--- src/rtl/stage_id.sv ---
// MIPS instruction-decode stage: register file, main control decoder, load-use hazard unit, ID/EX latch.
// Optional feature: define WB_BYPASS_EN for write-through of the WB port into same-cycle register reads.
module stage_id #(
    parameter int XLEN       = 32,
    parameter int REG_ADDR_W = 5
) (
    input  logic                  clk,
    input  logic                  reset,
    input  logic [31:0]           inInstruction,
    input  logic [XLEN-1:0]       inPostPc,
    input  logic                  inRegWrite,
    input  logic [REG_ADDR_W-1:0] inWriteReg,
    input  logic [XLEN-1:0]       inWriteData,
    input  logic                  inEX_Flush,
    output logic                  outPCWrite,
    output logic                  outIF_IDWrite,
    output logic                  outIF_Flush,
    output logic                  outJump,
    output logic [XLEN-1:0]       outPc,
    output logic [XLEN-1:0]       outReadData1,
    output logic [XLEN-1:0]       outReadData2,
    output logic [XLEN-1:0]       outSignExt,
    output logic [REG_ADDR_W-1:0] outRs,
    output logic [REG_ADDR_W-1:0] outRt,
    output logic [REG_ADDR_W-1:0] outRd,
    output logic                  outRegDst,
    output logic                  outAluSrc,
    output logic                  outBranch,
    output logic                  outMemRead,
    output logic                  outMemWrite,
    output logic                  outRegWrite,
    output logic                  outMemToReg,
    output logic [1:0]            outAluOp
);

    localparam int NREGS = 2 ** REG_ADDR_W;

    localparam logic [5:0] OP_RTYPE = 6'h00;
    localparam logic [5:0] OP_J     = 6'h02;
    localparam logic [5:0] OP_BEQ   = 6'h04;
    localparam logic [5:0] OP_ADDI  = 6'h08;
    localparam logic [5:0] OP_LW    = 6'h23;
    localparam logic [5:0] OP_SW    = 6'h2B;

    typedef enum logic [1:0] {
        ALU_ADD   = 2'b00,
        ALU_SUB   = 2'b01,
        ALU_FUNCT = 2'b10
    } alu_op_e;

    typedef struct packed {
        logic    reg_dst;
        logic    alu_src;
        logic    branch;
        logic    mem_read;
        logic    mem_write;
        logic    reg_write;
        logic    mem_to_reg;
        alu_op_e alu_op;
    } ctrl_t;

    typedef struct packed {
        ctrl_t                 ctrl;
        logic [XLEN-1:0]       pc;
        logic [XLEN-1:0]       rd1;
        logic [XLEN-1:0]       rd2;
        logic [XLEN-1:0]       sext;
        logic [REG_ADDR_W-1:0] rs;
        logic [REG_ADDR_W-1:0] rt;
        logic [REG_ADDR_W-1:0] rd;
    } id_ex_t;

    // ------------------------------------------------------------------
    // Instruction fields
    // ------------------------------------------------------------------
    logic [5:0]            opcode;
    logic [REG_ADDR_W-1:0] rs;
    logic [REG_ADDR_W-1:0] rt;
    logic [REG_ADDR_W-1:0] rd;
    logic [XLEN-1:0]       sext;

    assign opcode = inInstruction[31:26];
    assign rs     = inInstruction[21 +: REG_ADDR_W];
    assign rt     = inInstruction[16 +: REG_ADDR_W];
    assign rd     = inInstruction[11 +: REG_ADDR_W];
    assign sext   = {{(XLEN-16){inInstruction[15]}}, inInstruction[15:0]};

    // ------------------------------------------------------------------
    // Main control decoder
    // ------------------------------------------------------------------
    ctrl_t dec_ctrl;
    logic  dec_jump;

    always_comb begin
        // NOTE: every output of a combinational block gets a default first, so no path can infer a latch.
        dec_ctrl = '0;
        dec_jump = 1'b0;
        case (opcode)
            OP_RTYPE: begin
                dec_ctrl.reg_dst   = 1'b1;
                dec_ctrl.reg_write = 1'b1;
                dec_ctrl.alu_op    = ALU_FUNCT;
            end
            OP_LW: begin
                dec_ctrl.alu_src    = 1'b1;
                dec_ctrl.mem_read   = 1'b1;
                dec_ctrl.reg_write  = 1'b1;
                dec_ctrl.mem_to_reg = 1'b1;
            end
            OP_SW: begin
                dec_ctrl.alu_src   = 1'b1;
                dec_ctrl.mem_write = 1'b1;
            end
            OP_BEQ: begin
                dec_ctrl.branch = 1'b1;
                dec_ctrl.alu_op = ALU_SUB;
            end
            OP_ADDI: begin
                dec_ctrl.alu_src   = 1'b1;
                dec_ctrl.reg_write = 1'b1;
            end
            OP_J:    dec_jump = 1'b1;
            default: ;
        endcase
    end

    // ------------------------------------------------------------------
    // Register file
    // ------------------------------------------------------------------
    logic [XLEN-1:0] regs_q [NREGS];
    logic [XLEN-1:0] regs_d [NREGS];

    always_comb begin
        regs_d = regs_q;
        if (inRegWrite && (inWriteReg != '0)) begin
            regs_d[inWriteReg] = inWriteData;
        end
    end

    always_ff @(posedge clk) begin
        if (reset) begin
            // NOTE: this array is cleared on reset because software may read registers before writing them.
            for (int i = 0; i < NREGS; i++) begin
                regs_q[i] <= '0;
            end
        end else begin
            regs_q <= regs_d;
        end
    end

    logic byp1;
    logic byp2;

`ifdef WB_BYPASS_EN
    assign byp1 = inRegWrite && (inWriteReg != '0) && (inWriteReg == rs);
    assign byp2 = inRegWrite && (inWriteReg != '0) && (inWriteReg == rt);
`else
    assign byp1 = 1'b0;
    assign byp2 = 1'b0;
`endif

    logic [XLEN-1:0] read1;
    logic [XLEN-1:0] read2;

    assign read1 = (rs == '0) ? '0 : (byp1 ? inWriteData : regs_q[rs]);
    assign read2 = (rt == '0) ? '0 : (byp2 ? inWriteData : regs_q[rt]);

    // ------------------------------------------------------------------
    // Load-use hazard detection against the instruction now in EX
    // ------------------------------------------------------------------
    id_ex_t id_ex_q;
    id_ex_t id_ex_d;
    logic   stall;

    assign stall = id_ex_q.ctrl.mem_read && (id_ex_q.rt != '0) &&
                   ((id_ex_q.rt == rs) || (id_ex_q.rt == rt));

    // A taken branch in EX must redirect even if ID would otherwise stall.
    assign outPCWrite    = ~stall | inEX_Flush;
    assign outIF_IDWrite = ~stall | inEX_Flush;
    assign outJump       = dec_jump & ~stall & ~inEX_Flush;
    assign outIF_Flush   = outJump | inEX_Flush;

    // ------------------------------------------------------------------
    // ID/EX latch
    // ------------------------------------------------------------------
    always_comb begin
        id_ex_d.pc   = inPostPc;
        id_ex_d.rd1  = read1;
        id_ex_d.rd2  = read2;
        id_ex_d.sext = sext;
        id_ex_d.rs   = rs;
        id_ex_d.rt   = rt;
        id_ex_d.rd   = rd;
        id_ex_d.ctrl = (inEX_Flush || stall) ? ctrl_t'('0) : dec_ctrl;
    end

    always_ff @(posedge clk) begin
        // NOTE: sequential state is assigned with <= so every flop samples pre-edge values.
        if (reset) begin
            id_ex_q <= '0;
        end else begin
            id_ex_q <= id_ex_d;
        end
    end

    assign outPc        = id_ex_q.pc;
    assign outReadData1 = id_ex_q.rd1;
    assign outReadData2 = id_ex_q.rd2;
    assign outSignExt   = id_ex_q.sext;
    assign outRs        = id_ex_q.rs;
    assign outRt        = id_ex_q.rt;
    assign outRd        = id_ex_q.rd;
    assign outRegDst    = id_ex_q.ctrl.reg_dst;
    assign outAluSrc    = id_ex_q.ctrl.alu_src;
    assign outBranch    = id_ex_q.ctrl.branch;
    assign outMemRead   = id_ex_q.ctrl.mem_read;
    assign outMemWrite  = id_ex_q.ctrl.mem_write;
    assign outRegWrite  = id_ex_q.ctrl.reg_write;
    assign outMemToReg  = id_ex_q.ctrl.mem_to_reg;
    assign outAluOp     = id_ex_q.ctrl.alu_op;

endmodule

--- config.mk ---
export PLATFORM = sky130hd
export DESIGN_NAME = stage_id
export DESIGN_NICKNAME = d
export VERILOG_FILES = /design/src/rtl/stage_id.sv
export SDC_FILE = /design/constraint.sdc
export NUM_CORES = 2
export LEC_CHECK = 0
export CAP_MARGIN = 20
export CELL_PAD_IN_SITES_DETAIL_PLACEMENT = 0
export CELL_PAD_IN_SITES_GLOBAL_PLACEMENT = 1
export CORE_ASPECT_RATIO = 0.5
export CORE_UTILIZATION = 38
export DETAILED_ROUTE_END_ITERATION = 7
export PLACE_DENSITY = 0.67
export SLEW_MARGIN = 30
export SYNTH_ARGS = -nofsm -noshare
export SYNTH_HDL_FRONTEND = slang
export SYNTH_SLANG_ARGS = --single-unit
--- constraint.sdc ---
create_clock -name clk -period 1.8 [get_ports clk]
set_input_delay 0.36 -clock clk [delete_from_list [all_inputs] [get_ports clk]]
set_output_delay 0.36 -clock clk [all_outputs]
set_load 0.02 [all_outputs]
==> summary.txt <==
Status
  – Status: finished, violations left
  – Failing checks: setup timing

Global routing
  – GR Util All Layers: slightly below 30%
  – Vias in the first global route: between 40000 and 50000
  – Initial antenna violation count: 5
  – Congestion Overflow GR: 0
  – Largest net degree at the start of global routing: just over 90
  – First-pass GRT wire length: 320.0 mm

Floorplanning
  – Die area: about 150000 um2
  – Site Rows: around 100
  – Die Wd: ~540 um
  – Starting Density: 38.43%
  – Core ar.: 143300 um2
  – Num ports: 261
  – Die Span Y: 271.2 um

Timing
  – Worst setup margin: -0.9424 ns
  – # setup viols final: 13
  – Slew @ Worst Pin: approximately 0.7 ns
  – Fin. max-slew vios: 0
  – WHS: around 0.17 ns
  – Final Hold Viols: 0
  – RSZ-0062 raised after global routing: true
  – Post-Route Skew: 0.02658 ns
  – F_max: ~360 MHz
  – Tmin final: approximately 2.7 ns
  – Final worst path period share: 152.4%
  – Setup TNS: -4.576 ns
  – Worst slew margin: a little over half

Clock tree
  – CTS tree: done
  – Root Buffer: clkbuf_16
  – Max H-tree Level: 3
  – Clk pin slew, worst setup/hold paths: 0.07 ns
  – CTS Sinks: 1154
  – Worst skew pair latency: between 0.7 and 0.8 ns
  – CTS Buf Count: approximately 110
  – Max clock buf depth: 3

Synth
  – Commonest cells in the netlist: nand2_1, dfxtp_1, a21oi_1
  – Post-Syn Instances: between 6000 and 7000
  – Top FF cell, synth: dfxtp_1
  – Async SR Flop Fraction: 0%
  – Warnings from Yosys: 0
  – Synth area leaders: dfxtp_1, mux4_2, nand2_1
  – Most common cell in the synthesized netlist: nand2_1
  – Post-synthesis instance area: 55080 um2
  – Syn avg cell area: 8.941 um2
  – Mapped Nets: 6266
  – Seq cells post-synth: ~1200
  – Top-area cell type share of the netlist area: 41.94%
  – Sequential area share after synthesis: 41.94%
  – Dominant cell type by area after synthesis: dfxtp_1
  – Number of flops mapped to enable cells by yosys: 0
  – Post-synthesis cell type count: 40

Pwr
  – Power share of the sequential group: between 40% and 50%
  – Power Density: roughly 840 nW/um2
  – Net Sw Frac: between 20% and 30%
  – Leak pwr: ~24 nW
  – Psw: between 10 and 15 mW
  – Highest ir drop seen on vdd: roughly 0.83 mV
  – Combinational share of power: under 10%
  – Internal: 43.26 mW
  – Clock power frac: 45.3%

Worst setup path
  – Critical path class: flip-flop to output pin
  – Worst EP arrival: between 2 and 2.5 ns
  – Crit Path Max Fanout: 4
  – CP Launch Type: flip-flop
  – R2R depth: 5
  – Startpoint of the worst register-to-register path: outRt[4]
  – Reg-to-Reg End: outMemWrite
  – Worst reg-to-reg setup slack: -0.17 ns
  – Worst setup EP type: output pin
  – Data required time of the worst path: 1.44 ns

Drt
  – Routed len/inst: 25.84 um
  – Routed Antenna Nets: 0
  – Post-DR vias/cell: between 5 and 6
  – Routed Wire Length: 219.8 mm
  – DRC Markers: 0
  – Starting DRT DRC Count: roughly 5500
  – Vias: just under 50000
  – DRT Pass-1 Iters: 6

Layout
  – Layout Nets: around 6600
  – Post-layout util: a little under half
  – Share of post-route cells with drive strength above 1: 22.60%
  – Register Area: ~23000 um2
  – Layout area overhead: 24.89%
  – Layout fillers: around 13000
  – Multi-input gate area: 29680 um2
  – Final instance area: 68790 um2
  – Final Non-Filler Cells: approximately 8500

Placed design
  – HPWL Detailed: approximately 140 mm
  – Routability congestion estimate: between 0.9 and 1
  – Area post-placement: 64780 um2
  – Placed cells: ~8300
  – Buffers on Ports: 260

Hold path
  – Endpoint, Worst Hold: outSignExt[15]
  – Hold path depth: 2
  – HP Class: input port to flip-flop
  – Hold_sp: inInstruction[15]

Run
  – Max Cap Viol: 0
## through the flow
stage / total power, mW / setup WS, ns
floorplan: 29.33 / -0.06912
global placement: 32.20 / -1.483
detailed placement: 32.26 / -1.457
CTS: 58.25 / -0.9578
global route: 59.62 / -0.9910
finish: 57.98 / -0.9424
## routing by layer
metal | wire length (um) | vias to the layer above | track usage (%)
li1 | - | 22092 | -
met1 | 91990 | 24498 | 39.81
met2 | 98690 | 2400 | 45.81
met3 | 22650 | 434 | 6.985
met4 | 6420 | 2 | 9.199
met5 | 13 | - | 0
## critical path, stage by stage (launching register included)
cell,delay [ns]
dfxtp_2,0.33
buf_4,0.13
or4_4,0.52
o21a_1,0.22
and2_4,0.17
o21bai_2,0.12
buf_6,0.13
## final cells by class
| class | count | area share, % |
|---|---|---|
| sequential | 1154 | 33.63 |
| tap | 1900 | 3.456 |
| timing repair buffer | 869 | 13.88 |
| multi-input combinational | 4370 | 43.15 |
| clock buffer | 162 | 4.844 |
| antenna | 1 | 0.003638 |
| clock inverter | 48 | 1.031 |
## timing repair
| item | in CTS | in global routing |
|---|---|---|
| buffers inserted | 0 | 4 |
| endpoints found under the setup margin | 164 | 27 |
| resized for setup | 435 | 26 |
| endpoints found under the hold margin | 2 | 0 |
| pin swaps | 8 | 4 |
| hold buffers | 1 | 0 |
## kinds of logic after synthesis
| kind of cell | count (synthesis) | share of synthesized area [%] |
|---|---|---|
| buf+inv | 637 | 4.981 |
| mux | 736 | 23.04 |
| flops | 1154 | 41.94 |
| xor+xnor | 10 | 0.1590 |
| simple gates | 2337 | 16.86 |
| compound gates | 1287 | 13.02 |
## power by group through the flow
stage                     Combinational, mW  Sequential, mW  Clock (mW)
after detailed placement               5.70            26.6           0
after global routing                   5.97            26.0        27.7
after global placement                 5.65            26.5           0
after floorplan                        2.70            26.6           0
after CTS                              5.65            26.0        26.6
final                                  5.75            26.0        26.2
## layout by cell type, fill, tap and decap left out, drive strengths merged, types with 3 or more instances in the layout
cell	n
nand2	2057
dfxtp	1154
a21oi	1026
buf	665
mux4	416
mux2i	224
clkbuf	164
nor2b	131
mux2	96
clkdlybuf4s50	95
nor2	67
o221ai	64
clkdlybuf4s15	58
dlygate4sd2	48
nor3	43
o21ai	33
o22ai	33
a211oi	32
a22oi	32
o311a	32
o22a	32
clkinv	23
bufinv	16
nand2b	10
xnor2	10
nand3	8
clkinvlp	5
nor4	5
inv	4
and4b	3
and3	3
and2	3
## sequential cells by signal, summed over array words and instances, names as in the netlist, 2 cells and up
name          count
outReadData2     32
outPc            32
regs_q         1024
outAluOp          2
outRs             5
outRt             5
outSignExt       16
outReadData1     32
## how the worst max path moves through the flow
| stage | cells after the start | slack (ns) | startpoint | endpoint |
|---|---|---|---|---|
| after floorplan | 9 | -0.07 | inInstruction[21] | outPCWrite |
| after global placement | 8 | -1.48 | inInstruction[19] | outIF_Flush |
| after detailed placement | 8 | -1.46 | inInstruction[20] | outIF_Flush |
| after CTS | 8 | -0.96 | outRt[4] | outIF_Flush |
| after global routing | 8 | -0.99 | outRt[1] | outIF_Flush |
| final | 6 | -0.94 | outRt[4] | outIF_Flush |
Note: power is estimated with default switching activity, not from simulation.
